[src/rtl/comparator_bist.sv]
// Built-in self-test for a WIDTH-bit magnitude comparator.
// Sweeps every (a, b) operand pair with b as the inner loop, waits SETTLE cycles per pair,
// then checks the {eq, gt, lt} flags against an unsigned reference compare. It counts the
// failing pairs and captures the first one.
module comparator_bist #(
   parameter int unsigned WIDTH  = 4,
   parameter int unsigned SETTLE = 1
) (
   input  logic               clk,
   input  logic               rst_n,
   input  logic               start,
   output logic [WIDTH-1:0]   a_out,
   output logic [WIDTH-1:0]   b_out,
   input  logic               eq_in,
   input  logic               gt_in,
   input  logic               lt_in,
   output logic               busy,
   output logic               done,
   output logic               pass,
   output logic [2*WIDTH:0]   err_count,
   output logic [WIDTH-1:0]   fail_a,
   output logic [WIDTH-1:0]   fail_b
);

   localparam int unsigned ErrW       = 2 * WIDTH + 1;
   localparam logic [3:0]  SettleInit = 4'(SETTLE);

   typedef enum logic [1:0] {StIdle, StWait, StCheck, StDone} state_e;

   state_e           state_q, state_d;
   logic [3:0]       settle_q, settle_d;
   logic [WIDTH-1:0] a_q, a_d;
   logic [WIDTH-1:0] b_q, b_d;
   logic [ErrW-1:0]  err_q, err_d;
   logic [WIDTH-1:0] fail_a_q, fail_a_d;
   logic [WIDTH-1:0] fail_b_q, fail_b_d;

   logic [2:0]       exp_flags;
   logic             pair_fail;

   // Reference compare; any flag pattern other than the exact one-hot answer is a failure.
   always_comb begin
      exp_flags = {a_q == b_q, a_q > b_q, a_q < b_q};
      pair_fail = ({eq_in, gt_in, lt_in} != exp_flags);
   end

   // State register with synchronous active-low reset.
   always_ff @(posedge clk) begin
      if (!rst_n) begin
         state_q  <= StIdle;
         settle_q <= '0;
         a_q      <= '0;
         b_q      <= '0;
         err_q    <= '0;
         fail_a_q <= '0;
         fail_b_q <= '0;
      end else begin
         state_q  <= state_d;
         settle_q <= settle_d;
         a_q      <= a_d;
         b_q      <= b_d;
         err_q    <= err_d;
         fail_a_q <= fail_a_d;
         fail_b_q <= fail_b_d;
      end
   end

   // Next-state and sweep datapath.
   always_comb begin
      state_d  = state_q;
      settle_d = settle_q;
      a_d      = a_q;
      b_d      = b_q;
      err_d    = err_q;
      fail_a_d = fail_a_q;
      fail_b_d = fail_b_q;

      unique case (state_q)
         StIdle, StDone: begin
            if (start) begin
               state_d  = StWait;
               settle_d = SettleInit;
               a_d      = '0;
               b_d      = '0;
               err_d    = '0;
               fail_a_d = '0;
               fail_b_d = '0;
            end
         end

         StWait: begin
            if (settle_q <= 4'd1) begin
               state_d = StCheck;
            end else begin
               settle_d = settle_q - 4'd1;
            end
         end

         StCheck: begin
            if (pair_fail) begin
               err_d = err_q + ErrW'(1);
               // A zero count means this is the first failure of the sweep.
               if (err_q == '0) begin
                  fail_a_d = a_q;
                  fail_b_d = b_q;
               end
            end
            if (!(&b_q)) begin
               b_d      = b_q + WIDTH'(1);
               settle_d = SettleInit;
               state_d  = StWait;
            end else if (!(&a_q)) begin
               b_d      = '0;
               a_d      = a_q + WIDTH'(1);
               settle_d = SettleInit;
               state_d  = StWait;
            end else begin
               state_d = StDone;
            end
         end

         default: state_d = StIdle;
      endcase
   end

   // Outputs decoded from state and registers; pass can only be high in DONE.
   always_comb begin
      a_out     = a_q;
      b_out     = b_q;
      err_count = err_q;
      fail_a    = fail_a_q;
      fail_b    = fail_b_q;
      busy      = (state_q == StWait) || (state_q == StCheck);
      done      = (state_q == StDone);
      pass      = (state_q == StDone) && (err_q == '0);
   end

endmodule

[config.mk]
export PLATFORM = sky130hd
export DESIGN_NAME = comparator_bist
export DESIGN_NICKNAME = d
export VERILOG_FILES = /design/src/rtl/comparator_bist.sv
export SDC_FILE = /design/constraint.sdc
export NUM_CORES = 1
export LEC_CHECK = 0
export CELL_PAD_IN_SITES_DETAIL_PLACEMENT = 0
export CELL_PAD_IN_SITES_GLOBAL_PLACEMENT = 1
export CORE_MARGIN = 5
export CORE_UTILIZATION = 38
export DETAILED_ROUTE_END_ITERATION = 16
export PLACE_DENSITY = 0.89
export SLEW_MARGIN = 20
export SYNTH_ARGS = -nofsm -noshare
export SYNTH_HDL_FRONTEND = slang
export SYNTH_SLANG_ARGS = --single-unit
[constraint.sdc]
create_clock -name clk -period 3.03 [get_ports clk]
set_clock_uncertainty 0.15 [all_clocks]
set_input_delay 0.909 -clock clk [delete_from_list [all_inputs] [get_ports clk]]
set_output_delay 0.909 -clock clk [all_outputs]
set_load 0.1 [all_outputs]
==> out/summary.txt, run 1 <==
status -> complete, no violations
max-slew violations -> 0
flip-flop and latch count after synthesis -> 31
drt pass-1 iters -> 4
Placed Cells -> 305
Post-CTS Resized -> 0
Layout Cells excl Fill -> 313
Post-DP Area -> 2180 sq um
worst setup margin -> 0.312 ns
CP Launch Type -> register
Hold WC Path Type -> register to register
Reg clk slew, reported paths -> 0.08 ns
CTS tree -> yes
Post-Syn Nets -> 241
PwrDens -> 553 nW/um^2
Syn Area/Cell -> 8.27 sq um
Clock Latency Late Sink -> 0.29 ns
final setup violation count -> 0
critical path endpoint category -> register
htree depth -> 2
clk buf depth -> 2
hold slack -> 0.316 ns
Overflow after GRT -> 0
Die X -> 79.4 um
CP Max Fanout -> 12
final hold vios -> 0
Post-Route Setup TNS -> 0 ns
Post-synth EDFFs -> 0
Worst Path Arrival -> 2.80 ns
Area Growth Syn to Fin -> 25.8%
Post-CTS Setup Repair Bufs -> 0
most frequent cells in the layout -> dfxtp_1 (30), buf_4 (30), nand3_1 (26)
count of input and output buffers -> 33
n_diodes -> 0
dpl hpwl -> 3350 um
routed wire length -> 4730 um
Critical Path RT -> 3.11 ns
Syn Inst Count -> 221
Initial DRC Count -> 176
Hold Buf Count CTS -> 0
CTS Buf Count -> 5
Seq/Total Area, Yosys -> 33.9%
layout cell share with drive strength beyond 1 -> 19.7%
slew margin rel. -> 50.0%
first-pass GRT wire length -> 7960 um
die area -> 6300 sq um
fillers -> 460
post-synthesis cell area -> 1830 sq um
final instance area -> 2300 sq um
worst slack, placed -> 0.0662 ns
Final Critical Period -> 2.72 ns
RSZ-0062 raised after global routing -> no
fraction of registers with async set/reset -> 0%
GP Congestion -> 0.804
fin util -> 49.0%
initial antenna violation count -> 0
Via density -> 5.62
residual DRC count -> 0
CTS sink cnt -> 31
Nets -> 278
Initial Util -> 39.0%
largest net degree at the start of global routing -> 17
warning count from the yosys run -> 0
Core Region -> 4690 sq um
Total Power -> 1.27 mW
total number of vias -> 1758
FMAX -> 0.368 GHz
number of global-route vias before repair -> 1644
DIE HEIGHT -> 79.4 um
maximum vdd ir drop -> 0.443 mV
FP Rows -> 25
Antenna Violating Nets Remaining -> 0
multi-input logic area -> 1120 sq um
ys flop type -> dfxtp_1
period utilization -> 89.7%
P_leak -> 0.913 nW
Setup CP Type -> register to register
WL per Instance -> 15.1 um
count of cell types in the netlist -> 48
Root Driver -> clkbuf_8
I/O Pins -> 34
Total GRT Usage -> 16.0%
Reg area -> 622 sq um
Worst-Margin Slew -> 0.749 ns
max cap viols -> 0
## state kept, by name, indices dropped and copies added (netlist names)
register	cells
fail_a	4
b_out	4
a_out	4
fail_b	4
err_count	9
state_q	2
settle_q	4
## synthesized netlist by cell type, types with 4 or more instances
cell	count	area, sq um
nand2_1	14	52.6
nand3b_1	4	30.0
xor2_1	4	35.0
nor2_1	14	52.6
a21oi_1	19	95.1
clkbuf_1	5	18.8
nor3_1	4	20.0
dfxtp_1	31	621
o21ai_1	4	20.0
nand3_1	26	130
o21ai_0	5	25.0
and2_1	4	25.0
ha_1	14	175
inv_1	15	56.3
and3_1	4	25.0
nand4_1	5	31.3
## cell families (layout without fill, tap and decap cells)
group | count (synthesis) | in the layout | share of synthesized area [%]
compound gates | 53 | 53 | 19.3
xor+xnor | 4 | 4 | 1.92
fa+ha+maj | 14 | 14 | 9.58
buf+inv | 23 | 61 | 5.00
flops | 31 | 31 | 33.9
mux | 3 | 3 | 1.64
simple gates | 93 | 93 | 28.6
## cell type report
cell class | instances | area share [%]
Clock buffer | 6 | 3.59
Tap cell | 54 | 2.94
Multi-Input combinational cell | 167 | 48.6
Sequential cell | 31 | 27.0
Clock inverter | 2 | 1.52
Timing Repair Buffer | 37 | 13.7
Inverter | 16 | 2.61
## routing by layer
| metal | global-route usage (%) | vias up | share of wire [%] |
|---|---|---|---|
| li1 | - | 882 | - |
| met1 | 21.4 | 845 | 48 |
| met2 | 25.3 | 24 | 47 |
| met3 | 3.17 | 7 | 3.1 |
| met4 | 6.53 | 0 | 1.5 |
| met5 | 0 | - | 0 |
## critical path: stages, from the launching register on
cell,delay [ns]
dfxtp_1,0.46
inv_1,0.12
ha_1,0.33
nand4_1,0.16
xor2_1,0.20
and4_1,0.26
nor4_4,0.66
nand3_1,0.16
a21oi_1,0.16
## where the power goes
| part | internal (mW) | switching [mW] |
|---|---|---|
| combinational | 0.127 | 0.268 |
| clock | 0.266 | 0.164 |
| sequential | 0.423 | 0.0224 |
| total | 0.816 | 0.455 |
## final timing paths
| kind | startpoint | end | slack, ns | cells after the start |
|---|---|---|---|---|
| max | b_out[2] | err_count[5] | 0.31 | 8 |
| min | fail_a[3] | fail_a[3] | 0.32 | 2 |
| max reg2reg | b_out[2] | err_count[5] | 0.31 | 8 |
| min reg2reg | fail_a[3] | fail_a[3] | 0.32 | 2 |
No activity file was read; power rests on OpenSTA's default activity.
==> inputs of run 2 (changes only) <==
--- a/config.mk
+++ b/config.mk
@@ -10,7 +10,8 @@
 export CORE_MARGIN = 5
 export CORE_UTILIZATION = 38
 export DETAILED_ROUTE_END_ITERATION = 16
-export PLACE_DENSITY = 0.89
+export GPL_TIMING_DRIVEN = 1
+export PLACE_DENSITY = 0.84
 export SLEW_MARGIN = 20
 export SYNTH_ARGS = -nofsm -noshare
 export SYNTH_HDL_FRONTEND = slang
==> run 2 against run 1 <==
Worst setup slack improved by 0.0054 ns. Design area is 0.65% higher. Combinational power is 1% higher. Sequential power barely moved. Maximum frequency grew 0.20%. Via count is 0.74% lower. Non-clock buffer count up 2. Cell count grew 0.64%. Count of clock-buffer cells in the layout did not move. Wire length decreased by 2.0%. Critical path depth shrank 2. Worst hold slack worse by 0.0012 ns. Critical endpoint unchanged. Largest power group unchanged.
==> out/summary.txt, run 2 (same netlist as run 1, synthesis figures left out) <==
status -> complete, no violations
P_leak -> 0.924 nW
R2R setup slack -> 0.35 ns
slew margin rel. -> 50.5%
Cell Int Power -> 0.820 mW
CTS sink cnt -> 31
Post-CTS Setup Repair Bufs -> 0
FP Rows -> 25
DIE HEIGHT -> 79.4 um
die area -> 6300 sq um
Via density -> 5.54
max FFs per register -> 9
Initial Util -> 39.0%
Reg clk slew, reported paths -> 0.07 ns
dpl hpwl -> 3410 um
Critical Path RT -> 3.09 ns
Core Region -> 4690 sq um
Post-CTS Resized -> 0
Hold WC Path Type -> register to register
hold slack -> 0.315 ns
n_diodes -> 0
Overflow after GRT -> 0
max cap viols -> 0
maximum vdd ir drop -> 0.404 mV
GP Congestion -> 0.768
Total GRT Usage -> 15.0%
number of global-route vias before repair -> 1619
period utilization -> 89.5%
fin util -> 49.3%
Post-DP Area -> 2200 sq um
Area Growth Syn to Fin -> 26.6%
count of input and output buffers -> 33
CP Launch Type -> input pin
Worst-Margin Slew -> 0.742 ns
Sw Ratio -> 35.3%
htree depth -> 2
Worst Path Arrival -> 2.78 ns
Root Driver -> clkbuf_8
Total Power -> 1.27 mW
worst slack, placed -> 0.0349 ns
Setup CP Type -> input pin to register
Clock power frac -> 33.4%
Reg2Reg Depth -> 8
final setup violation count -> 0
critical path endpoint category -> register
commonest non-fill, non-tap cell in the layout -> buf_4
Post-Route Setup TNS -> 0 ns
Reg-to-Reg End -> err_count[5]
I/O Pins -> 34
Gate power share -> 31.5%
Seq pwr share -> 35.1%
largest net degree at the start of global routing -> 16
drt pass-1 iters -> 4
clk buf depth -> 2
multi-input logic area -> 1120 sq um
most frequent cells in the layout -> buf_4 (32), dfxtp_1 (30), nand3_1 (26)
CTS Buf Count -> 5
residual DRC count -> 0
Die X -> 79.4 um
Initial DRC Count -> 98
final hold vios -> 0
Placed Cells -> 307
Antenna Violating Nets Remaining -> 0
total number of vias -> 1745
crit path from -> eq_in
Worst R2R Start -> b_out[3]
CTS tree -> yes
WL per Instance -> 14.7 um
routed wire length -> 4640 um
Nets -> 280
Reg area -> 622 sq um
NetSw -> 0.447 mW
Layout Cells excl Fill -> 315
initial antenna violation count -> 0
RSZ-0062 raised after global routing -> no
final instance area -> 2310 sq um
layout cell share with drive strength beyond 1 -> 20.3%
Clock Latency Late Sink -> 0.28 ns
PwrDens -> 547 nW/um^2
worst setup margin -> 0.317 ns
FMAX -> 0.369 GHz
max-slew violations -> 0
CP Max Fanout -> 12
Final Critical Period -> 2.71 ns
first-pass GRT wire length -> 7600 um
Hold Buf Count CTS -> 0
fillers -> 478
CP endpoint -> err_count[5]
==> run 2: cell types whose count changed in the layout (fill, tap and decap cells not counted), sizes merged <==
cell / change
buf: +2
==> run 2: routing by layer <==
layer  global-route usage (%)  part of all wire (%)  vias to the layer above
met5                        0                     0                        -
met2                     24.4                    49                       29
met4                     4.30                   1.2                        0
li1                         -                     -                      892
met1                     20.0                    46                      818
met3                     2.95                   4.2                        6
==> run 2: worst max-delay path, stage by stage <==
cell	delay [ns]
clkdlybuf4s50_1	0.44
xor2_1	0.19
and4_1	0.26
nor4_4	0.66
nand3_1	0.15
a21oi_1	0.16
==> run 2: cell type report <==
| type | instances | share of cell area (%) |
|---|---|---|
| Multi-Input combinational cell | 167 | 48.3 |
| Sequential cell | 31 | 26.9 |
| Timing Repair Buffer | 39 | 14.3 |
| Clock buffer | 6 | 3.57 |
| Tap cell | 54 | 2.92 |
| Inverter | 16 | 2.59 |
| Clock inverter | 2 | 1.51 |
==> run 2: power by group through the flow <==
stage | logic [mW] | clock network (mW) | registers [mW]
after global placement | 0.397 | 0 | 0.454
after global routing | 0.437 | 0.456 | 0.446
after detailed placement | 0.397 | 0 | 0.453
after floorplan | 0.260 | 0 | 0.486
final | 0.399 | 0.423 | 0.445
after CTS | 0.400 | 0.433 | 0.444
==> run 2: worst min path at each step <==
stage / from / end / slack [ns] / cells past startpoint
after floorplan: settle_q[0] / settle_q[0] / 0.30 / 1
after global placement: fail_a[0] / fail_a[0] / 0.30 / 2
after detailed placement: fail_a[0] / fail_a[0] / 0.31 / 2
after CTS: fail_a[0] / fail_a[0] / 0.32 / 2
after global routing: fail_a[0] / fail_a[0] / 0.33 / 2
final: fail_a[2] / fail_a[2] / 0.32 / 2
==> inputs of run 3 (changes only) <==
--- a/config.mk
+++ b/config.mk
@@ -8,10 +8,10 @@
 export CELL_PAD_IN_SITES_DETAIL_PLACEMENT = 0
 export CELL_PAD_IN_SITES_GLOBAL_PLACEMENT = 1
 export CORE_MARGIN = 5
-export CORE_UTILIZATION = 38
+export CORE_UTILIZATION = 30
 export DETAILED_ROUTE_END_ITERATION = 16
 export GPL_TIMING_DRIVEN = 1
-export PLACE_DENSITY = 0.84
+export PLACE_DENSITY = 0.69
 export SLEW_MARGIN = 20
 export SYNTH_ARGS = -nofsm -noshare
 export SYNTH_HDL_FRONTEND = slang
==> run 3 against run 2 <==
Global-route usage fell by 1.2 points. Wire length rose by 6.7%. Via count fell by 0.29%. Design area rose by 0.54%. Critical endpoint is now fail_b[0]. Highest routed layer unchanged. Critical path type unchanged.
==> out/summary.txt, run 3 (same netlist as run 1, synthesis figures left out) <==
status -> complete, no violations
Core Region -> 5920 sq um
Total GRT Usage -> 13.8%
largest net degree at the start of global routing -> 20
slew margin rel. -> 51.9%
PwrDens -> 503 nW/um^2
first-pass GRT wire length -> 8490 um
Area Growth Syn to Fin -> 27.3%
Hold WC Path Type -> register to register
R2R setup slack -> 0.35 ns
period utilization -> 89.9%
htree depth -> 2
P_leak -> 0.920 nW
initial antenna violation count -> 0
Final Critical Period -> 2.72 ns
Clock Latency Late Sink -> 0.28 ns
Post-Route Setup TNS -> 0 ns
fin util -> 39.3%
RSZ-0062 raised after global routing -> no
Initial DRC Count -> 45
Worst R2R Start -> b_out[1]
Die X -> 88.1 um
I/O Pins -> 34
Critical Path RT -> 3.09 ns
CTS sink cnt -> 31
count of input and output buffers -> 33
CP endpoint -> fail_b[0]
Setup CP Type -> input pin to register
Placed Cells -> 331
final hold vios -> 0
max cap viols -> 0
FMAX -> 0.367 GHz
Reg clk slew, reported paths -> 0.07 ns
drt pass-1 iters -> 4
maximum vdd ir drop -> 0.206 mV
Initial Util -> 30.9%
GP Congestion -> 0.736
die area -> 7750 sq um
Post-CTS Setup Repair Bufs -> 0
Reg2Reg Depth -> 8
WL per Instance -> 14.6 um
Reg-to-Reg End -> fail_b[0]
total number of vias -> 1740
Antenna Violating Nets Remaining -> 0
number of global-route vias before repair -> 1676
final setup violation count -> 0
residual DRC count -> 0
max-slew violations -> 0
Worst Path Arrival -> 2.79 ns
crit path from -> eq_in
most frequent cells in the layout -> buf_4 (35), dfxtp_1 (30), nand3_1 (26)
CTS Buf Count -> 5
DIE HEIGHT -> 88.1 um
CP Launch Type -> input pin
Post-CTS Resized -> 0
max FFs per register -> 9
Root Driver -> clkbuf_8
commonest non-fill, non-tap cell in the layout -> buf_4
CTS tree -> yes
Overflow after GRT -> 0
critical path endpoint category -> register
FP Rows -> 28
Worst-Margin Slew -> 0.716 ns
layout cell share with drive strength beyond 1 -> 20.5%
worst slack, placed -> 0.0349 ns
dpl hpwl -> 3590 um
CP Max Fanout -> 12
Via density -> 5.13
Layout Cells excl Fill -> 339
fillers -> 633
Hold Buf Count CTS -> 0
Nets -> 283
routed wire length -> 4950 um
worst setup margin -> 0.306 ns
clk buf depth -> 2
n_diodes -> 0
-- run 3: changes by cell type in the layout (fill, tap and decap cells not counted), sizes merged --
| cell | previous run | this run |
|---|---|---|
| bufinv | 1 | 0 |
| clkbuf | 6 | 7 |
| buf | 34 | 37 |
-- run 3: where the power goes --
group	switching [mW]	internal, mW	total (mW)
logic	0.274	0.135	0.410
registers	0.0212	0.423	0.444
clock network	0.157	0.161	0.318
total	0.452	0.720	1.17
-- run 3: how the worst min path moves through the flow --
stage,slack [ns],to,from,cells after the start
2_1_floorplan,0.30,settle_q[0],settle_q[0],1
3_3_place_gp,0.30,fail_a[3],fail_a[3],2
3_5_place_dp,0.31,fail_a[2],fail_a[2],2
4_1_cts,0.32,fail_a[2],fail_a[2],2
5_1_grt,0.34,fail_a[3],fail_a[3],2
6_report,0.32,fail_a[0],fail_a[0],2
-- run 3: per-stage QoR --
step / cell area, sq um / power, mW / hold slack, ns
floorplan: 1830 / 0.746 / 0.305
global placement: 2250 / 0.866 / 0.302
detailed placement: 2250 / 0.864 / 0.308
CTS: 2330 / 1.19 / 0.318
global route: 2330 / 1.25 / 0.336
finish: 2330 / 1.17 / 0.316
-- run 3: layer usage --
layer	part of all wire [%]	track usage (%)	vias up	routed length, um
li1	-	-	896	-
met4	1.0	3.85	0	52
met2	45	21.5	34	2230
met5	0	0	-	0
met1	49	19.2	803	2420
met3	5.0	3.01	7	250
-- run 3: critical path, cell delays in order --
cell and delay, ns:
clkdlybuf4s50_1 0.44, xor2_1 0.20, and4_1 0.26, nor4_4 0.66, nand3_1 0.15, a21oi_1 0.17
-- run 3: layout make-up --
class | count | area, sq um | area share [%]
Clock buffer | 7 | 76.3 | 3.28
Clock inverter | 1 | 5.00 | 0.215
Inverter | 16 | 60.1 | 2.58
Multi-Input combinational cell | 167 | 1120 | 48.0
Sequential cell | 31 | 622 | 26.7
Tap cell | 75 | 93.8 | 4.03
Timing Repair Buffer | 42 | 353 | 15.2
==> RTL edit 1 (config.mk and constraints of run 3) <==
Set the parameter `WIDTH` to 6 (it was 4).
--- a/src/rtl/comparator_bist.sv
+++ b/src/rtl/comparator_bist.sv
@@ -3,7 +3,7 @@
 // then checks the {eq, gt, lt} flags against an unsigned reference compare. It counts the
 // failing pairs and captures the first one.
 module comparator_bist #(
-   parameter int unsigned WIDTH  = 4,
+   parameter int unsigned WIDTH  = 6,
    parameter int unsigned SETTLE = 1
 ) (
    input  logic               clk,
Interface: changed (5 resized); port bits go from 34 to 46. The function was not compared with the original's and may differ.
==> RTL edit 1 against run 3 <==
Core utilization rose by 0.76 points; critical path type is now reg -> out; area after synthesis rose by 33%; critical path depth rose by 1; design area rose by 34%; via count rose by 26%; routed wire length rose by 28%; setup slack got worse by 0.043 ns; sequential cell count rose by 12; total power rose by 34%.
==> RTL edit 1: results (changes against run 3) <==
yosys:
  syn_inst: 282  # +28%
  synthTopCellsByCount: "dfxtp_1, nand2_1, inv_1, nand3_1, nor2_1"
  synth.area.top_cells: "dfxtp_1, ha_1, a22o_1"
  synth-seq-cells: 43  # +39%
setup_path:
  critical-path-max-stage-delay_ns: 0.35  # -0.31 ns
  crit_start: "err_count[0]$_SDFFE_PN0P_"
  crit_arrival_ns: 1.71  # -1.08 ns
  setup.worst_path.end: "pass"
  crit_slowest_cell: "dfxtp_1"
  reg2reg_from: "a_out[0]$_SDFFE_PN0P_"
  cp_top_family: "buffers and inverters"
  r2r_end: "fail_a[5]$_SDFFE_PN0P_"
power_and_ir_drop:
  p_clk_share_pct: 33.9  # +6.8 points
  p_comb_mw: 0.440  # +7.3%
  comb_power_share_pct: 28.0  # -7.0 points
  p_int_mw: 1.07  # +48%
  leakage_nw: 1.27  # +38%
  max-vdd-ir-drop_uv: 186  # -9.7%
place:
  gp_congestion: 0.768  # +4.3%
  dp_hpwl_um: 4670  # +30%
  dpl_worst_slack_ns: 0.135  # +0.0997 ns
  dpl_cell_area_mm2: 0.00298  # +33%
layout:
  final_area_mm2: 0.00313  # +34%
  num-nonclk-buffers: 56  # +33%
  layout.nonclk_buf_share_pct: 15.0  # -0.12 points
  multiInputGateArea_mm2: 0.00146  # +31%
  clockNetworkAreaShare_pct: 4.36  # +0.87 points
  seq_share_pct: 27.6  # +0.92 points
  largest_register_ff_count: 13  # +4
  layout.filler_cells: 833  # +32%
  finalNonFillerCells: 438  # +29%
  nNonClkInverters: 18  # +2
  multi_input_cells: 211  # +26%
  drive_gt1_share_pct: 23.2  # +2.8 points
sta:
  timing.hold.ws_ns: 0.341  # +0.0254 ns
  tightest_slew_ns: 0.671  # -0.0448 ns
global_route:
  grt_usage_pct: 13.3  # -0.49 points
  grt_max_degree: 37  # +85%
outcome:
  status: "finished clean"
route:
  routed_wl_um: 6330  # +28%
  vias: 2188  # +26%
floorplan:
  core_area_mm2: 0.00781  # +32%
min_path:
  min_path_cells: 1  # -1
[RTL edit 1: changes by cell type after synthesis, sizes merged, moves of 4 or more]
cell   delta
a21oi     -4
a22o     +12
dfxtp    +12
nand2     +6
nand3     -9
nor2b     +4
o21ai     +5
o22ai     +5
or3b      +4
xnor2     +4
[RTL edit 1: cell families after synthesis]
family                   Yosys count  share of synthesized area (%)
AO/OA/AOI/OAI                     74                           22.1
XOR/XNOR                           6                           2.16
adder cells (fa/ha/maj)           16                           8.23
buffers and inverters             28                           4.88
flip-flops                        43                           35.4
multiplexers                       4                           1.70
AND/OR/NAND/NOR                  111                           25.6
[RTL edit 1: per-layer routing]
layer	vias up	GRT usage, %	routed length (µm)
li1	1127	-	-
met1	1023	19.1	3240
met2	34	20.5	2770
met3	4	2.50	255
met4	0	3.42	70
met5	-	0	0
[RTL edit 1: timing repair]
item                                   4_1_cts  5_1_grt
endpoints found under the hold margin        0        0
setup endpoints to repair                    0        1
setup buffers                                0        1
==> RTL edit 2 (config.mk and constraints of run 3) <==
Made on the original files. Take the reset off `b_q` and load it in a clocked block of its own.
--- a/src/rtl/comparator_bist.sv
+++ b/src/rtl/comparator_bist.sv
@@ -50,7 +50,6 @@
          state_q  <= StIdle;
          settle_q <= '0;
          a_q      <= '0;
-         b_q      <= '0;
          err_q    <= '0;
          fail_a_q <= '0;
          fail_b_q <= '0;
@@ -58,11 +57,14 @@
          state_q  <= state_d;
          settle_q <= settle_d;
          a_q      <= a_d;
-         b_q      <= b_d;
          err_q    <= err_d;
          fail_a_q <= fail_a_d;
          fail_b_q <= fail_b_d;
       end
+   end
+
+   always_ff @(posedge clk) begin
+      b_q <= b_d;
    end
 
    // Next-state and sweep datapath.
Function: differs if rst_n is asserted again (counterexample within 4 cycles, from zero or initial values and one cycle with rst_n low); with rst_n held inactive, the same outputs for 10 cycles.
==> RTL edit 2 against run 3 <==
Synthesized cell count fell by 7.7%; via count decreased by 12%; area after synthesis fell by 0.41%; total power up 7.5%; sequential cell count unchanged; setup slack better by 0.049 ns; routed wire length down 15%; sequential share of layout area grew 1.9 points; design area shrank 0.54%; final cell count decreased by 5.9%; largest power group unchanged.
==> RTL edit 2: results (changes against run 3) <==
outcome:
  status: "finished clean"
setup_path:
  cp_max_fo: 9  # -3
  critical-path-max-stage-delay_ns: 0.51  # -0.15 ns
  crit_slowest_cell: "a211oi_4"
  r2r_setup_slack_ns: 0.40  # +0.05 ns
  crit_arrival_ns: 2.74  # -0.05 ns
  cp_top_family: "compound AO/OA/AOI/OAI gates"
  r2r_end: "fail_a[2]$_SDFFE_PN0P_"
  ff2ff_path_depth: 8  # unchanged
  reg2reg_from: "b_out[2]$_SDFFCE_PP0P_"
yosys:
  yosys_warnings: 0  # unchanged
  synthTopCellsByCount: "dfxtp_1, nand2_1, a21oi_1, ha_1, nand3_1"
  synth_nets: 224  # -7.1%
  synth_xor_area_share_pct: 1.44  # -0.47 points
  syn_area_per_cell_um2: 8.92  # +7.9%
  async_flop_share_pct: 0  # unchanged
  synth_compound_area_share_pct: 19.6  # +0.29 points
  synth-seq-area-share_pct: 36.3  # +2.3 points
  synth.area.top_cells: "dfxtp_1, ha_1, edfxtp_1"
  yosys.area_share.adder_pct: 9.62  # +0.040 points
  muxShareOfSynthArea_pct: 7.15  # +5.5 points
  synth_cell_types: 46  # -4.2%
  synth_edf_count: 4  # +4
layout:
  finalNetCount: 263  # -7.1%
  drive_gt1_share_pct: 23.0  # +2.5 points
  antenna_cells_inserted: 0  # unchanged
  finalNonFillerCells: 319  # -5.9%
cts:
  htreeDepth: 2  # unchanged
  clk_pin_slew_ns: 0.07  # about the same
  postCtsSetupRepairBufs: 0  # unchanged
  cts_buffer_depth: 2  # unchanged
  cts_made_buffers: 5  # unchanged
  cts_root_buffer: "clkbuf_8"
  insertion_delay_ns: 0.28  # about the same
route:
  firstDrtPassIters: 4  # unchanged
  wl_per_cell_um: 13.1  # -10%
  initialDrtViolationCount: 63  # +40%
  viasPerCell: 4.82  # -6.2%
sta:
  tightest_slew_ns: 0.617  # -0.0988 ns
place:
  dp_hpwl_um: 3160  # -12%
  io_buffers: 33  # unchanged
  gp_congestion: 0.684  # -7.1%
  dp.cells: 311  # -6.0%
  dpl_cell_area_mm2: 0.00223  # -0.89%
min_path:
  min_path_cells: 2  # unchanged
  holdCritStartpoint: "fail_a[3]$_SDFFE_PN0P_"
  min_to: "fail_a[3]$_SDFFE_PN0P_"
global_route:
  grt_max_degree: 24  # +20%
  antenna_found_initial: 0  # unchanged
  first_global_vias: 1502  # -10%
  grt_usage_pct: 11.4  # -2.4 points
  grt_pass1_wl_um: 6980  # -18%
power_and_ir_drop:
  max-vdd-ir-drop_uv: 174  # -16%
  leakage_nw: 0.918  # -0.24%
  p_int_mw: 0.759  # +5.5%
## RTL edit 2: worst max path at each step
stage          depth (start not counted)                        end  slack [ns]                 startpoint
2_1_floorplan                          8  err_count[6]$_SDFFE_PN0P_       0.005     b_out[3]$_SDFFCE_PP0P_
3_3_place_gp                           7  err_count[8]$_SDFFE_PN0P_        0.09                      start
3_5_place_dp                           7     fail_b[1]$_SDFFE_PN0P_        0.05                      gt_in
4_1_cts                                5                       pass        0.34  err_count[0]$_SDFFE_PN0P_
5_1_grt                                7  err_count[6]$_SDFFE_PN0P_        0.21                      start
6_report                               7     fail_a[2]$_SDFFE_PN0P_        0.36                      gt_in
## RTL edit 2: kinds of logic (layout without fill, tap and decap cells)
group	Yosys count	in the layout
simple gates	79	79
compound gates	48	48
flops	31	31
buf+inv	17	57
fa+ha+maj	14	14
mux	12	12
xor+xnor	3	3
## RTL edit 2: worst min-delay path, stage by stage, from the launching register on
cell and delay, ns:
dfxtp_1 0.32, nand2_1 0.05, mux2i_1 0.05
## RTL edit 2: power by group through the flow
stage / logic, mW / clock network (mW) / registers [mW]
6_report: 0.462 / 0.325 / 0.472
5_1_grt: 0.501 / 0.355 / 0.478
4_1_cts: 0.466 / 0.339 / 0.473
3_5_place_dp: 0.464 / 0 / 0.483
3_3_place_gp: 0.465 / 0 / 0.483
2_1_floorplan: 0.263 / 0 / 0.567
## RTL edit 2: through the flow
step | util (%) | hold WS [ns] | power [mW] | worst slack [ns]
3_3_place_gp | 37.6 | 0.296 | 0.948 | 0.0900
6_report | 39.1 | 0.313 | 1.26 | 0.355
4_1_cts | 39.1 | 0.317 | 1.28 | 0.343
2_1_floorplan | - | 0.305 | 0.829 | 0.00475
3_5_place_dp | 37.6 | 0.300 | 0.947 | 0.0533
5_1_grt | 39.1 | 0.338 | 1.33 | 0.209
## RTL edit 2: cell type report
cell class,count,area [µm²]
clock buffers,5,68.8
clock inverters,3,20.0
fillers,605,3610
inverters,12,45.0
multi-input cells,156,1110
flip-flops and latches,31,662
well taps,75,93.8
repair buffers,37,315
## RTL edit 2: per-layer routing
| layer | up-vias | GRT usage, % | routed length (µm) |
|---|---|---|---|
| li1 | 812 | - | - |
| met1 | 694 | 15.4 | 2100 |
| met2 | 28 | 17.8 | 1850 |
| met3 | 2 | 2.73 | 199 |
| met4 | 0 | 4.18 | 39 |
| met5 | - | 0 | 0 |
